--- src/rtl/synapse_request_gen.sv ---
// Spike-driven request generator: queues left-layer spikes, snapshots each neuron's
// fan-out mask on pop and serially emits one (L, R) pair per connected right neuron.
module synapse_request_gen #(
  parameter int N_LEFT     = 8,
  parameter int N_RIGHT    = 8,
  parameter int FIFO_DEPTH = 4,
  parameter int LW         = $clog2(N_LEFT),
  parameter int RW         = $clog2(N_RIGHT)
) (
  input  logic               clk,
  input  logic               rst_n,
  input  logic               spike_valid,
  input  logic [LW-1:0]      spike_idx,
  output logic               spike_ready,
  input  logic               cfg_we,
  input  logic [LW-1:0]      cfg_row,
  input  logic [N_RIGHT-1:0] cfg_mask,
  output logic               req_valid,
  output logic [LW-1:0]      req_l,
  output logic [RW-1:0]      req_r,
  input  logic               req_ready,
  output logic               fanout_done,
  output logic               busy
);

  localparam int FW = $clog2(FIFO_DEPTH);
  localparam logic [FW:0]   DEPTH_C  = (FW+1)'(FIFO_DEPTH);
  localparam logic [FW:0]   CNT_ZERO = (FW+1)'(0);
  localparam logic [FW:0]   CNT_ONE  = (FW+1)'(1);
  localparam logic [FW-1:0] PTR_ONE  = FW'(1);
  localparam logic [RW-1:0] R_ZERO   = RW'(0);
  localparam logic [RW-1:0] R_ONE    = RW'(1);
  localparam logic [RW-1:0] R_LAST   = RW'(N_RIGHT - 1);

  typedef enum logic [1:0] {
    S_IDLE = 2'd0,
    S_SCAN = 2'd1,
    S_EMIT = 2'd2,
    S_DONE = 2'd3
  } state_t;

  state_t             state_q, state_d;
  logic [RW-1:0]      r_ptr_q, r_ptr_d;
  logic [LW-1:0]      cur_l_q, cur_l_d;
  logic [N_RIGHT-1:0] cur_mask_q, cur_mask_d;
  logic               req_valid_q, req_valid_d;
  logic [LW-1:0]      req_l_q, req_l_d;
  logic [RW-1:0]      req_r_q, req_r_d;
  logic               fanout_done_q, fanout_done_d;

  logic [LW-1:0]      fifo_mem_q [FIFO_DEPTH];
  logic [LW-1:0]      fifo_mem_d [FIFO_DEPTH];
  logic [FW-1:0]      wr_ptr_q, wr_ptr_d;
  logic [FW-1:0]      rd_ptr_q, rd_ptr_d;
  logic [FW:0]        cnt_q, cnt_d;

  logic [N_RIGHT-1:0] row_q [N_LEFT];
  logic [N_RIGHT-1:0] row_d [N_LEFT];

  logic               spike_in_range;
  logic               cfg_in_range;
  logic               push;
  logic               pop;
  logic [LW-1:0]      head;

  // Out-of-range indices only exist when N_LEFT is not a power of two.
  if (N_LEFT == (1 << LW)) begin : g_full_range
    assign spike_in_range = 1'b1;
    assign cfg_in_range   = 1'b1;
  end else begin : g_part_range
    localparam logic [LW:0] LIM = (LW+1)'(N_LEFT);
    assign spike_in_range = ({1'b0, spike_idx} < LIM);
    assign cfg_in_range   = ({1'b0, cfg_row} < LIM);
  end

  assign spike_ready = (cnt_q != DEPTH_C);
  assign push        = spike_valid && spike_ready && spike_in_range;
  assign pop         = (state_q == S_IDLE) && (cnt_q != CNT_ZERO);
  assign head        = fifo_mem_q[rd_ptr_q];

  // Spike queue: pointers wrap naturally, occupancy counter decides full/empty.
  always_comb begin
    fifo_mem_d = fifo_mem_q;
    wr_ptr_d   = wr_ptr_q;
    rd_ptr_d   = rd_ptr_q;
    cnt_d      = cnt_q;
    if (push) begin
      fifo_mem_d[wr_ptr_q] = spike_idx;
      wr_ptr_d             = wr_ptr_q + PTR_ONE;
    end else begin
      wr_ptr_d = wr_ptr_q;
    end
    if (pop) begin
      rd_ptr_d = rd_ptr_q + PTR_ONE;
    end else begin
      rd_ptr_d = rd_ptr_q;
    end
    case ({push, pop})
      2'b10:   cnt_d = cnt_q + CNT_ONE;
      2'b01:   cnt_d = cnt_q - CNT_ONE;
      default: cnt_d = cnt_q;
    endcase
  end

  always_comb begin
    row_d = row_q;
    if (cfg_we && cfg_in_range) begin
      row_d[cfg_row] = cfg_mask;
    end else begin
      row_d = row_q;
    end
  end

  // Fan-out FSM; the mask snapshot reads row_q, so a same-edge write is not seen.
  always_comb begin
    state_d       = state_q;
    r_ptr_d       = r_ptr_q;
    cur_l_d       = cur_l_q;
    cur_mask_d    = cur_mask_q;
    req_valid_d   = 1'b0;
    req_l_d       = req_l_q;
    req_r_d       = req_r_q;
    fanout_done_d = 1'b0;
    case (state_q)
      S_IDLE: begin
        if (pop) begin
          cur_l_d    = head;
          cur_mask_d = row_q[head];
          r_ptr_d    = R_ZERO;
          state_d    = S_SCAN;
        end else begin
          state_d = S_IDLE;
        end
      end
      S_SCAN: begin
        if (cur_mask_q[r_ptr_q]) begin
          req_valid_d = 1'b1;
          req_l_d     = cur_l_q;
          req_r_d     = r_ptr_q;
          state_d     = S_EMIT;
        end else if (r_ptr_q == R_LAST) begin
          fanout_done_d = 1'b1;
          state_d       = S_DONE;
        end else begin
          r_ptr_d = r_ptr_q + R_ONE;
        end
      end
      S_EMIT: begin
        if (req_ready) begin
          if (r_ptr_q == R_LAST) begin
            fanout_done_d = 1'b1;
            state_d       = S_DONE;
          end else begin
            r_ptr_d = r_ptr_q + R_ONE;
            state_d = S_SCAN;
          end
        end else begin
          req_valid_d = 1'b1;
        end
      end
      S_DONE: begin
        state_d = S_IDLE;
      end
      default: begin
        state_d = S_IDLE;
      end
    endcase
  end

  // State, queue and connectivity registers.
  always_ff @(posedge clk) begin
    if (!rst_n) begin
      state_q       <= S_IDLE;
      r_ptr_q       <= R_ZERO;
      cur_l_q       <= {LW{1'b0}};
      cur_mask_q    <= {N_RIGHT{1'b0}};
      req_valid_q   <= 1'b0;
      req_l_q       <= {LW{1'b0}};
      req_r_q       <= {RW{1'b0}};
      fanout_done_q <= 1'b0;
      fifo_mem_q    <= '{default: {LW{1'b0}}};
      wr_ptr_q      <= {FW{1'b0}};
      rd_ptr_q      <= {FW{1'b0}};
      cnt_q         <= CNT_ZERO;
      row_q         <= '{default: {N_RIGHT{1'b0}}};
    end else begin
      state_q       <= state_d;
      r_ptr_q       <= r_ptr_d;
      cur_l_q       <= cur_l_d;
      cur_mask_q    <= cur_mask_d;
      req_valid_q   <= req_valid_d;
      req_l_q       <= req_l_d;
      req_r_q       <= req_r_d;
      fanout_done_q <= fanout_done_d;
      fifo_mem_q    <= fifo_mem_d;
      wr_ptr_q      <= wr_ptr_d;
      rd_ptr_q      <= rd_ptr_d;
      cnt_q         <= cnt_d;
      row_q         <= row_d;
    end
  end

  assign req_valid   = req_valid_q;
  assign req_l       = req_l_q;
  assign req_r       = req_r_q;
  assign fanout_done = fanout_done_q;
  assign busy        = (state_q != S_IDLE) || (cnt_q != CNT_ZERO);

endmodule

--- config.mk ---
export PLATFORM = sky130hd
export DESIGN_NAME = synapse_request_gen
export DESIGN_NICKNAME = d
export VERILOG_FILES = /design/src/rtl/synapse_request_gen.sv
export SDC_FILE = /design/constraint.sdc
export NUM_CORES = 1
export LEC_CHECK = 0
export CAP_MARGIN = 10
export CORE_ASPECT_RATIO = 0.7
export CORE_MARGIN = 10
export CORE_UTILIZATION = 59
export CTS_CLUSTER_DIAMETER = 50
export DETAILED_ROUTE_END_ITERATION = 10
export PLACE_DENSITY = 0.87
export SYNTH_ARGS = -nofsm -noshare
export SYNTH_HDL_FRONTEND = slang
export SYNTH_SLANG_ARGS = --single-unit
--- constraint.sdc ---
create_clock -name clk -period 2.7 [get_ports clk]
set_input_delay 0.54 -clock clk [delete_from_list [all_inputs] [get_ports clk]]
set_output_delay 0.54 -clock clk [all_outputs]
set_load 0.01 [all_outputs]
# After elaboration in Yosys (flattened, before gate mapping)
# Cells that the tools add are included.
# totals
register_bits	107
out_inout_bits	10
wordCells	97
# classes
n_reduce_logical	14
bitwise	4
magnitude_cmp	7
n_eq_ne	11
n_addsub	5
muxes	33
# ops
op	count
bitwise mux 64 bit	1
binary-select mux 8 bit (select 3 bit)	1
demux 8 bit (select 3 bit)	1
2-to-1 mux 8 bit	3
2-to-1 mux 3 bit	7
bitwise mux 12 bit	1
case mux 3 bit (3 select lines)	1
>= comparator 4 bit (second input constant)	2
2-to-1 mux 2 bit	4
NOT 3 -> 4 bit	2
case mux 2 bit (4 select lines)	1
2-to-1 mux 1 bit	7
adder 3 x 1 -> 3 bit (second input constant)	2
binary-select mux 3 bit (select 2 bit)	1
demux 3 bit (select 2 bit)	1
== test 2 bit (second input constant)	3
>= comparator 3 bit (second input constant)	2
!= test 2 bit (second input constant)	3
!= test 3 bit (second input constant)	2
NOT 2 -> 3 bit	2
case mux 3 bit (2 select lines)	1
AND reduction 2 bit	3
nonzero test 3 bit	2
adder 2 x 1 -> 2 bit (second input constant)	2
other kinds (13)	19

# Logic depth before layout (Yosys ltp)
# logic_depth
word_depth	8
ltp_mapped	10

# Worst setup path before layout
# Ideal clock, no wire load.
# synth_timing
kind	register to register
startpoint	reg state_q[1]
endpoint	reg cnt_q[2]
setup_time_ps	70
arrival_time_ps	2301
stages_incl_launch_ff	11
required_ps	2630
synth_period_minus_slack_ps	2371
setup_slack_ps	329
n_path_buf	1
cell_sequence	dfxtp_1 inv_1 ha_1 o31a_1 buf_1 ha_1 inv_1 fa_1 xor2_1 or3_1 a21oi_1
# synth_between
elab_chain_cells	4
word_cells_on_any_way	6
cone_classes	eq/ne: 2; mux: 1; reduce/logical: 3
# synth_rtl
item	line_no	text
from (decl)	42	state_t state_q, state_d;
from (signal assigned)	187	state_q <= state_d;
zero test 2 bit *	78	assign pop = (state_q == S_IDLE) && (cnt_q != CNT_ZERO);
logical AND 1 bit *	78	
named net pop	63	logic pop;
== test 2 x 1 -> 1 bit or == test 2 bit (tied branches)	98	case ({push, pop})
case mux 3 bit (2 select lines) or nonzero test 2 bit (tied branches)	n/a	
to (signal assigned)	198	cnt_q <= cnt_d;
to (decl)	55	logic [FW:0] cnt_q, cnt_d;
# Mark *: on every way through the listed nets, which the timed path passes. The rest lies on a longest branch.
# A chain may end at the register's enable or synchronous reset.

# Worst setup path after layout
# layout_timing
startpoint	reg state_q[0]
endpoint	out busy
# layout_between
elab_chain_cells	2
# layout_rtl
item	line_no	text
nonzero test 2 bit	207	assign busy = (state_q != S_IDLE) || (cnt_q != CNT_ZERO);
logical OR 1 bit	207	
to (decl)	23	output logic busy
# No other way between the ends.

==> summary.md <==
| Metric | Value |
|---|---|
| Status | completed |
| Max FO, Critical Path | 4 |
| First-pass GRT wire length | 20200 µm |
| Die W | 128 µm |
| Dpl ws | 0.195 ns |
| Vias in the first global route | 4114 |
| Clk_skew | 0.00580 ns |
| Crit-path slowest cell | or4b_2 |
| Seq/Total Area, Yosys | 0.447 |
| Max Fclk | 0.385 GHz |
| Final core occ | 0.694 |
| Slew Viols, Final | 0 |
| GR Util met3 | 0.0704 |
| Nets | 607 |
| Crit-path cells | inv_1, ha_1, or4b_2, dlygate4sd2_1 |
| Top FF cell, synth | dfxtp_1 |
| Drt pass-1 iters | 6 |
| Total grt overflow | 0 |
| Post-synth EDFFs | 0 |
| Most common cell after layout, fill and taps aside | nand2_1 |
| Global placement routability congestion | 0.896 |
| Distinct cells, synth | 40 |
| Synth Instances | 561 |
| CP max stage delay | 0.65 ns |
| Vias per cell | 6.07 |
| Post-DP HPWL | 8470 µm |
| Grt peak-use layer | met2 |
| Crit. Startpoint | state_q[0] |
| Antenna diodes | 0 |
| CTS Root Cell | clkbuf_16 |
| Chip height | 95.4 µm |
| Worst-case clock buffer depth | 2 |
| Yosys warns | 0 |
| Synth area leaders | dfxtp_1, nand2_1, a21oi_1 |
| Setup TNS | 0 ns |
| Worst-path clk slew | 0.07 ns |
| Critical Path Source Type | flip-flop |
| Skew-Pair Late Insertion Delay | 0.35 ns |
| Max cap viols | 0 |
| IO Port Bufs | 28 |
| Min Hold Slack | 0.456 ns |
| Post-synth top area cell | dfxtp_1 |
| Reg2Reg Launch Point | cnt_q[2] |
| Largest net degree at the start of global routing | 60 |
| Relative slew slack | 0.491 |
| Worst path arrival time | 2.06 ns |
| Setup ws final | 0.0999 ns |
| Setup Fix Bufs, Post-CTS | 0 |
| Total track usage | 0.207 |
| Reg2Reg Setup Slack | 0.25 ns |
| Io pins | 29 |
| Worst setup path class | reg -> out |
| CTS tree | built |
| Core footprint | 7870 µm² |
| CTS H-tree lvls | 3 |
| Antenna violations before repair | 0 |
| Unrepaired setup endpoints after global routing | false |
| Async SR Flop Fraction | 0 |
| Hold Path Class | reg -> reg |
| Worst slew pin tran | 0.761 ns |
| Post-Syn Nets | 592 |
| GR Layer Usage met2 | 0.334 |
| Tcrit/Tclk final | 0.963 |
| Hold Crit Start | row_q[57] |
| Power density over the cells | 845 nW/µm² |
| LEAKAGE | 2.00 nW |
| Initial Util | 0.609 |
| CTS sink count | 107 |
| Final hold violation count | 0 |
| Num rows | 27 |
| DRC errors left | 0 |
| Cells after DPL | 666 |
| Buffers & Inverters on Critical Path | 2 |
| Die footprint | 12200 µm² |
| Max IR drop VDD | 0.635 mV |
| Register bit total from synthesis | 107 |
| Grt met1 use | 0.260 |
| Num CTS Buffers | 9 |
| DRT antenna net count | 0 |
| Layout Cells excl Fill | 681 |
| Syn avg cell area | 8.54 µm² |
| Aggregate routed wire length | 12400 µm |
| Share of layout cells above drive strength 1 | 0.107 |
| Tmin final | 2.60 ns |
| Most frequent cells in the layout | nand2_1, dfxtp_1, a21oi_1 |
| Post-DR wirelength/cell | 18.2 µm |
| Layout area overhead | 13.9% |
| Synth Cell Area | 4790 µm² |
| Required @ worst endpoint | 2.16 ns |
| DRT iter0 DRCs | 481 |
| Final setup viols | 0 |
| Via count | 4131 |
| Crit end category | primary output |
| Top delay family on crit path | simple AND/OR/NAND/NOR gates |
| Share of the synthesized area in the top cell type | 0.447 |
-- per-layer routing --
layer / vias up / share of wire
met5: - / 0
met4: 0 / 0.019
met3: 25 / 0.098
met2: 178 / 0.46
met1: 1972 / 0.42
li1: 1956 / -
-- Yosys cell counts (2+ instances only) --
| master | instances |
|---|---|
| mux2_2 | 24 |
| nand2b_1 | 5 |
| a21oi_1 | 75 |
| nor2_1 | 31 |
| nand3_1 | 18 |
| buf_1 | 18 |
| mux2_1 | 4 |
| clkbuf_1 | 11 |
| inv_1 | 10 |
| ha_1 | 11 |
| nor3_1 | 4 |
| buf_6 | 2 |
| mux2i_1 | 19 |
| nor2b_1 | 5 |
| a31oi_1 | 8 |
| o21ai_0 | 15 |
| a222oi_1 | 8 |
| nand2_1 | 150 |
| mux2_4 | 5 |
| a2111oi_0 | 2 |
| xor2_1 | 3 |
| xnor2_1 | 2 |
| mux4_2 | 5 |
| or3_1 | 2 |
| o31a_1 | 2 |
| nand4_1 | 2 |
| dfxtp_1 | 107 |
-- state kept, by name, indices dropped and copies added (netlist names) --
name	count
rd_ptr_q	2
req_r	3
fanout_done	1
r_ptr_q	3
cur_l_q	3
wr_ptr_q	2
row_q	64
state_q	2
cur_mask_q	8
req_valid	1
fifo_mem_q	12
cnt_q	3
req_l	3
-- worst paths after layout --
| path | cells past startpoint | endpoint |
|---|---|---|
| max | 4 | busy |
| min | 2 | row_q[57] |
| max reg2reg | 8 | cnt_q[2] |
| min reg2reg | 2 | row_q[57] |
-- logic make-up (layout without fill, tap and decap cells) --
group           count (synthesis)  in the layout  synth area share
simple gates                  222            222             0.191
compound gates                115            115             0.137
flops                         107            107             0.447
mux                            57             57             0.145
buf+inv                        43             62            0.0379
fa+ha+maj                      12             12            0.0329
xor+xnor                        5              5           0.00914
-- power breakdown --
part / internal, mW / total (mW) / switching [mW]
registers: 1.74 / 1.87 / 0.132
logic: 0.516 / 1.25 / 0.732
clock network: 0.904 / 1.49 / 0.588
total: 3.16 / 4.61 / 1.45
-- worst min-delay path, stage by stage, from the launching register on --
cell and delay (ns):
dfxtp_1 0.31, nand2_1 0.05, a21oi_1 0.05
-- stage by stage --
stage / area (µm²) / power (mW)
after detailed placement: 5120 / 3.11
after global routing: 5460 / 4.83
after floorplan: 4790 / 2.79
after global placement: 5120 / 3.05
after CTS: 5460 / 4.61
final: 5460 / 4.61
-- cell type report --
type                            count  area [µm²]
Timing Repair Buffer               37         347
Inverter                           10        37.5
Fill cell                         599        2410
Clock buffer                        9         225
Multi-Input combinational cell    411        2470
Tap cell                          101         126
Sequential cell                   107        2140
Clock inverter                      6         114
-- repair_timing --
| action | CTS | global route |
|---|---|---|
| gates resized for setup | 1 | 0 |
| hold buffers | 0 | 0 |
| hold endpoints to repair | 0 | 0 |
| setup endpoints to repair | 1 | 0 |
No activity file was read; power rests on OpenSTA's default activity.
